--- src/rtl/x_debounce_if.sv ---
// Signal bundle between a raw-level source and the x_debounce conditioner.
// The source drives the raw level; the debouncer returns the clean level,
// the one-cycle edge events and the qualification-in-progress flag.
interface x_debounce_if;
    logic din;
    logic x;
    logic rise;
    logic fall;
    logic busy;

    modport master (
        output din,
        input  x,
        input  rise,
        input  fall,
        input  busy
    );

    modport slave (
        input  din,
        output x,
        output rise,
        output fall,
        output busy
    );
endinterface

--- src/rtl/x_debounce.sv ---
// x_debounce: conditions a raw, possibly bouncing asynchronous level into a
// clean clock-synchronous level x, plus one-cycle rise/fall events and a
// busy flag. A two-flop synchronizer feeds a four-state debounce FSM that
// only accepts a new level once it has held for STABLE_CYCLES+1 samples.
module x_debounce #(
    parameter int STABLE_CYCLES = 4,
    parameter int CNT_W         = 3
) (
    input  logic        clk,
    input  logic        rst,
    x_debounce_if.slave dbus
);

    typedef enum logic [1:0] {
        IDLE_LOW  = 2'd0,
        WAIT_HIGH = 2'd1,
        IDLE_HIGH = 2'd2,
        WAIT_LOW  = 2'd3
    } state_t;

    localparam logic [CNT_W-1:0] CNT_ZERO = {CNT_W{1'b0}};
    localparam logic [CNT_W-1:0] CNT_ONE  = CNT_W'(1);
    localparam logic [CNT_W-1:0] CNT_DONE = CNT_W'(STABLE_CYCLES);

    // The counter must be able to reach STABLE_CYCLES without wrapping.
    generate
        if ((STABLE_CYCLES < 1) || (STABLE_CYCLES > ((2 ** CNT_W) - 1))) begin : g_bad_param
            $error("x_debounce: STABLE_CYCLES must lie in 1..2**CNT_W-1");
        end
    endgenerate

    logic             s1_r;
    logic             s2_r;
    state_t           state_r;
    state_t           state_s;
    logic [CNT_W-1:0] cnt_r;
    logic [CNT_W-1:0] cnt_s;
    logic             x_r;
    logic             rise_r;
    logic             fall_r;
    logic             busy_r;
    logic             x_s;
    logic             rise_s;
    logic             fall_s;
    logic             busy_s;

    // Two-flop synchronizer; metastability is confined to s1_r.
    always_ff @(posedge clk or negedge rst) begin
        if (!rst) begin
            s1_r <= 1'b0;
            s2_r <= 1'b0;
        end else begin
            s1_r <= dbus.din;
            s2_r <= s1_r;
        end
    end

    // State register, stability counter and registered outputs.
    always_ff @(posedge clk or negedge rst) begin
        if (!rst) begin
            state_r <= IDLE_LOW;
            cnt_r   <= CNT_ZERO;
            x_r     <= 1'b0;
            rise_r  <= 1'b0;
            fall_r  <= 1'b0;
            busy_r  <= 1'b0;
        end else begin
            state_r <= state_s;
            cnt_r   <= cnt_s;
            x_r     <= x_s;
            rise_r  <= rise_s;
            fall_r  <= fall_s;
            busy_r  <= busy_s;
        end
    end

    // Next-state and counter: any reversal during a wait falls back to idle.
    always_comb begin
        state_s = state_r;
        cnt_s   = cnt_r;
        case (state_r)
            IDLE_LOW: begin
                if (s2_r) begin
                    state_s = WAIT_HIGH;
                    cnt_s   = CNT_ONE;
                end else begin
                    state_s = IDLE_LOW;
                    cnt_s   = CNT_ZERO;
                end
            end
            WAIT_HIGH: begin
                if (!s2_r) begin
                    state_s = IDLE_LOW;
                    cnt_s   = CNT_ZERO;
                end else if (cnt_r == CNT_DONE) begin
                    state_s = IDLE_HIGH;
                    cnt_s   = CNT_ZERO;
                end else begin
                    state_s = WAIT_HIGH;
                    cnt_s   = cnt_r + CNT_ONE;
                end
            end
            IDLE_HIGH: begin
                if (!s2_r) begin
                    state_s = WAIT_LOW;
                    cnt_s   = CNT_ONE;
                end else begin
                    state_s = IDLE_HIGH;
                    cnt_s   = CNT_ZERO;
                end
            end
            WAIT_LOW: begin
                if (s2_r) begin
                    state_s = IDLE_HIGH;
                    cnt_s   = CNT_ZERO;
                end else if (cnt_r == CNT_DONE) begin
                    state_s = IDLE_LOW;
                    cnt_s   = CNT_ZERO;
                end else begin
                    state_s = WAIT_LOW;
                    cnt_s   = cnt_r + CNT_ONE;
                end
            end
            default: begin
                state_s = IDLE_LOW;
                cnt_s   = CNT_ZERO;
            end
        endcase
    end

    // Output decode from the transition about to be taken, so the registered
    // outputs line up with the state they describe.
    always_comb begin
        x_s    = 1'b0;
        rise_s = 1'b0;
        fall_s = 1'b0;
        busy_s = 1'b0;
        if ((state_s == IDLE_HIGH) || (state_s == WAIT_LOW)) begin
            x_s = 1'b1;
        end else begin
            x_s = 1'b0;
        end
        if ((state_s == WAIT_HIGH) || (state_s == WAIT_LOW)) begin
            busy_s = 1'b1;
        end else begin
            busy_s = 1'b0;
        end
        if ((state_r == WAIT_HIGH) && (state_s == IDLE_HIGH)) begin
            rise_s = 1'b1;
        end else begin
            rise_s = 1'b0;
        end
        if ((state_r == WAIT_LOW) && (state_s == IDLE_LOW)) begin
            fall_s = 1'b1;
        end else begin
            fall_s = 1'b0;
        end
    end

    assign dbus.x    = x_r;
    assign dbus.rise = rise_r;
    assign dbus.fall = fall_r;
    assign dbus.busy = busy_r;

endmodule

--- src/flat_wrapper.sv ---
// flat-port wrapper written by rule: the top's interface ports become plain ports
module x_debounce_flat 
#(
    parameter int STABLE_CYCLES = 4,
    parameter int CNT_W         = 3
)
  (clk, rst, dbus_din, dbus_x, dbus_rise, dbus_fall, dbus_busy);
  x_debounce_if dbus_i ();
  input  logic clk;
  input  logic rst;
  input wire logic [$bits(dbus_i.din)-1:0] dbus_din;
  output wire logic [$bits(dbus_i.x)-1:0] dbus_x;
  output wire logic [$bits(dbus_i.rise)-1:0] dbus_rise;
  output wire logic [$bits(dbus_i.fall)-1:0] dbus_fall;
  output wire logic [$bits(dbus_i.busy)-1:0] dbus_busy;
  assign dbus_i.din = dbus_din;
  assign dbus_x = dbus_i.x;
  assign dbus_rise = dbus_i.rise;
  assign dbus_fall = dbus_i.fall;
  assign dbus_busy = dbus_i.busy;
  x_debounce #(.STABLE_CYCLES(STABLE_CYCLES), .CNT_W(CNT_W)) u_core (.clk(clk), .rst(rst), .dbus(dbus_i));
endmodule
--- config.mk ---
export PLATFORM = sky130hd
export DESIGN_NAME = x_debounce_flat
export DESIGN_NICKNAME = d
export VERILOG_FILES = /design/src/rtl/x_debounce_if.sv /design/src/rtl/x_debounce.sv /design/src/flat_wrapper.sv
export SDC_FILE = /design/constraint.sdc
export NUM_CORES = 1
export LEC_CHECK = 0
export BUFFER_PORTS_ARGS = -buffer_cell sky130_fd_sc_hd__buf_2
export CORE_MARGIN = 3
export CORE_UTILIZATION = 30
export DETAILED_ROUTE_END_ITERATION = 8
export PLACE_DENSITY = 0.57
export SYNTH_ARGS = -nofsm -noshare
export SYNTH_HDL_FRONTEND = slang
export SYNTH_SLANG_ARGS = --single-unit
--- constraint.sdc ---
create_clock -name clk -period 1.65 [get_ports clk]
set_input_delay 0.0825 -clock clk [delete_from_list [all_inputs] [get_ports clk]]
set_output_delay 0.0825 -clock clk [all_outputs]
set_load 0.03 [all_outputs]
; Word level (Yosys, flattened, before mapping)
; Cells that the tools add are included.
; Widths: inputs -> output; s select.
[word_totals]
register_bits = 11
latch_bits = 0
ramBits = 0
romBits = 0
inputBits = 3
out_inout_bits = 4
elab_cells = 39
mem_count = 0
[op_classes]
n_addsub = 1
multipliers = 0
div_mod_pow = 0
n_lt_le_gt_ge = 0
n_eq_ne = 7
n_shift = 0
n_mux = 17
bitwise = 0
reduce_logical = 6
[ops]
columns = operator, count
row1 = $pmux 3 s4, 1
row2 = $mux 3, 3
row3 = $eq 2x2->1 const B, 4
row4 = $mux 1, 8
row5 = $mux 2, 4
row6 = $pmux 2 s4, 1
row7 = $eq 2x1->1 const B, 2
row8 = $logic_not 2->1, 2
row9 = $add 3x1->3 const B, 1
row10 = $eq 3x3->1 const B, 1
row11 = $logic_and 1x1->1, 2
row12 = $logic_or 1x1->1, 2

; Longest topological paths before layout
[logic_depth]
word_depth = 7
depth_mapped = 4
ltp_nobuf = 4

; Worst setup path before layout
; No wires, ideal clock.
[synth_path]
path_kind = register to register
start = register u_core.cnt_r[0]
end = register u_core.cnt_r[2]
setup_time_ps = 87
arrival_ps = 1146
required_time_ps = 1563
path_slack_ps = 418
stages_incl_launch_ff = 5
n_path_buf = 0
period_less_slack_ps = 1232
cell_sequence = dfrtp_1 > inv_1 > ha_1 > or3b_1 > a211oi_2
[synth_via]
elab_chain_cells = 4
word_cells_on_any_way = 6
classes_between = add/sub (1) / eq/ne (1) / mux (4)
[synth_lines]
columns = element, line
row1 = "start, declared", x_debounce.sv:36  ; logic [CNT_W-1:0] cnt_r;
row2 = "start signal, assigned", x_debounce.sv:69  ; cnt_r <= cnt_s;
row3 = $add 3x1->3 or $eq 3x3->1 (tied branches), -
row4 = $mux 3 (*), "x_debounce.sv:95, x_debounce.sv:116"
row5 = $mux 3 (on tied branches), "x_debounce.sv:113, x_debounce.sv:92"
row6 = $pmux 3 s4 (*), x_debounce.sv:81  ; case (state_r)
row7 = named net u_core.cnt_s[2], x_debounce.sv:37  ; logic [CNT_W-1:0] cnt_s;
; The timed path passes the listed nets; every way through them passes the cells marked *.

; Worst setup path in the final report
; Ends and elaborated chain as after synthesis.

==> impl_metrics.toml <==
[routing]
vias = 250
drt_wl_total_microns = 564
drtIter0Drc = 1
vias_per_cell = 4.63
drtPass1Iterations = 2
drc_errors = 0
drtAntennaViolNets = 0
wire_per_inst_microns = 10.4

[worst_setup_path]
critical_path.max_fanout = 4
required_ns = 1.83
crit_path_start_kind = "register"
cp_data_arrival_time_ns = 1.51
path_buf_inv = 1
setup.worst_path.end_class = "register"
crit_slowest_cell = "or3b_1"
crit_family = "simple AND/OR/NAND/NOR gates"
path_cells = "inv_1 -> ha_1 -> or3b_1 -> a211oi_2"
crit_type = "register to register"
slowest_delay_ns = 0.40

[finish]
final_common_cell = "dfrtp_1"
nets = 46
antenna_cells = 0
area_delta_synth_final_pct = 26.5
final_cell_mix = "10 x dfrtp_1, 6 x buf_2, 3 x inv_1, 3 x nor3b_1, 3 x clkbuf_4"
drive_gt1_frac = 0.325

[die]
die_y_microns = 42.1
coreArea_sq_um = 1170
die-area_sq_um = 1770
initial_core_util = 0.334
die_w_microns = 42.1
rows = 12
io_pins = 7

[timing]
maxSlewHeadroom = 0.756
finClkSkew_ns = 0.00244
tns_ns = 0
rsz0062_at_grt = "no"
setup_violations = 0
hold_viol = 0
drv_slew = 0
fin_crit_sh = 0.811
period_minus_slack_ns = 1.34
setup_ws_ns = 0.311
tightest_slew_ns = 0.363
fmax_mhz = 747

[placed_design]
preCtsSetupSlack_ns = 0.328
dp_hpwl_microns = 437
port_buffers = 6
place.gp.congestion = 0.729

[clocking]
clock_latency_ns = 0.26
cts_resized = 0
cts_max_path_buffers = 2
cts_root_buf = "clkbuf_4"
tritoncts = "yes"
cts.sinks = 10
cts.clk_slew.worst_paths_ns = 0.06
htree_levels = 1
cts_buffers = 3

[grt]
grt_pass1_vias = 250
grt_util_all_layers = 0.0853
grt_pass1_wl_microns = 1110
grt_overflow = 0
antenna_found_initial = 0
grt_max_degree = 11

[synth]
synth_cell_types = 13
synth_largest_area_cell = "dfrtp_1"
synth_top_area_frac = 0.639
syn_area_per_cell_sq_um = 14.0
synthesis.area_sq_um = 392
synthTopCellsByArea = "dfrtp_1 64%, ha_1 6.4%, mux2_2 5.8%"
synth.net_count = 33
ys_seq_area_frac = 0.639
ys_warn_count = 0
netlist_instances = 28
ys_ff_latch = 10

[min_path]
hp-class = "primary input to asynchronous set/reset pin"

[pwr]
power.leakage_uw = 0.000245
power.density_nw_per_um2 = 1290
peakVddDrop_mv = 0.471

[outcome]
status = "completed"

[flow_run]
max_cap_viol_count = 0
repair_timing:
| action | CTS | global route |
|---|---|---|
| endpoints found under the hold margin | 11 | 0 |
| buffers inserted | 0 | 0 |
| hold buffers | 2 | 0 |
through the flow:
| stage | cells | utilization | hold slack, ns | total power, uW | cell area (sq um) |
|---|---|---|---|---|---|
| 6_report | 54 | 0.423 | 0.190 | 637 | 495 |
| 5_1_grt | 54 | 0.423 | 0.213 | 686 | 495 |
| 4_1_cts | 54 | 0.423 | 0.193 | 649 | 495 |
| 3_5_place_dp | 48 | 0.375 | -0.0463 | 425 | 439 |
| 3_3_place_gp | 48 | 0.375 | -0.0539 | 418 | 439 |
| 2_1_floorplan | 28 | - | -0.213 | 388 | 392 |
layer usage:
layer  routed length (microns)  GRT usage
met2                       283      0.139
met5                         0          0
met1                       236     0.0955
met3                        29     0.0258
met4                        15     0.0559
worst paths after layout:
check / depth (start not counted) / from / end / slack (ns)
min: 2 / rst / u_core.s2_r / 0.19
max: 4 / u_core.cnt_r[0] / u_core.cnt_r[2] / 0.31
max reg2reg: 4 / u_core.cnt_r[0] / u_core.cnt_r[2] / 0.31
min reg2reg: 0 / u_core.s1_r / u_core.s2_r / 0.35
min in group clk: 0 / u_core.s1_r / u_core.s2_r / 0.35
max in group asynchronous: 2 / rst / u_core.cnt_r[0] / 1.28
logic make-up (layout without fill, tap and decap cells):
group / after synthesis / after routing / synth area share
AOI/OAI and AO/OA: 4 / 4 / 0.0799
and+or+nand+nor: 6 / 6 / 0.109
muxes: 2 / 2 / 0.0575
xor gates and xnor gates: 1 / 1 / 0.0224
DFF: 10 / 10 / 0.639
adders and majority gates: 2 / 2 / 0.0639
buffers and inverters: 3 / 15 / 0.0288
synthesized netlist by cell type:
cell,count
a211oi_2,1
a21o_1,1
a21oi_1,1
a31oi_1,1
dfrtp_1,10
ha_1,2
inv_1,3
mux2_2,2
nand2b_1,1
nand3_1,1
nor3b_1,3
or3b_1,1
xnor2_1,1
layout make-up:
| cell class | count | area, sq um |
|---|---|---|
| Inverter | 3 | 11.3 |
| Tap cell | 14 | 17.5 |
| Fill cell | 113 | 676 |
| Multi-Input combinational cell | 15 | 130 |
| Clock buffer | 4 | 36.3 |
| Sequential cell | 10 | 250 |
| Timing Repair Buffer | 8 | 50.0 |
power by group:
part / switching, uW / leakage (uW) / internal, uW / total, uW
sequential: 27.4 / 0.000130 / 276 / 303
clock: 81.0 / 0.0000210 / 134 / 215
combinational: 67.5 / 0.0000941 / 50.9 / 118
total: 176 / 0.000245 / 461 / 637
worst reg2reg max path, stage by stage, from the launching register on:
cell and delay (ns):
dfrtp_1 0.38, inv_1 0.05, ha_1 0.23, or3b_1 0.40, a211oi_2 0.19
state kept, by name, indices dropped and copies added (netlist names):
register,count
u_core.cnt_r,3
u_core.dbus.busy,1
u_core.s1_r,1
u_core.s2_r,1
u_core.dbus.rise,1
u_core.dbus.x,1
u_core.dbus.fall,1
u_core.state_r,1
Note: power is estimated with default switching activity, not from simulation.
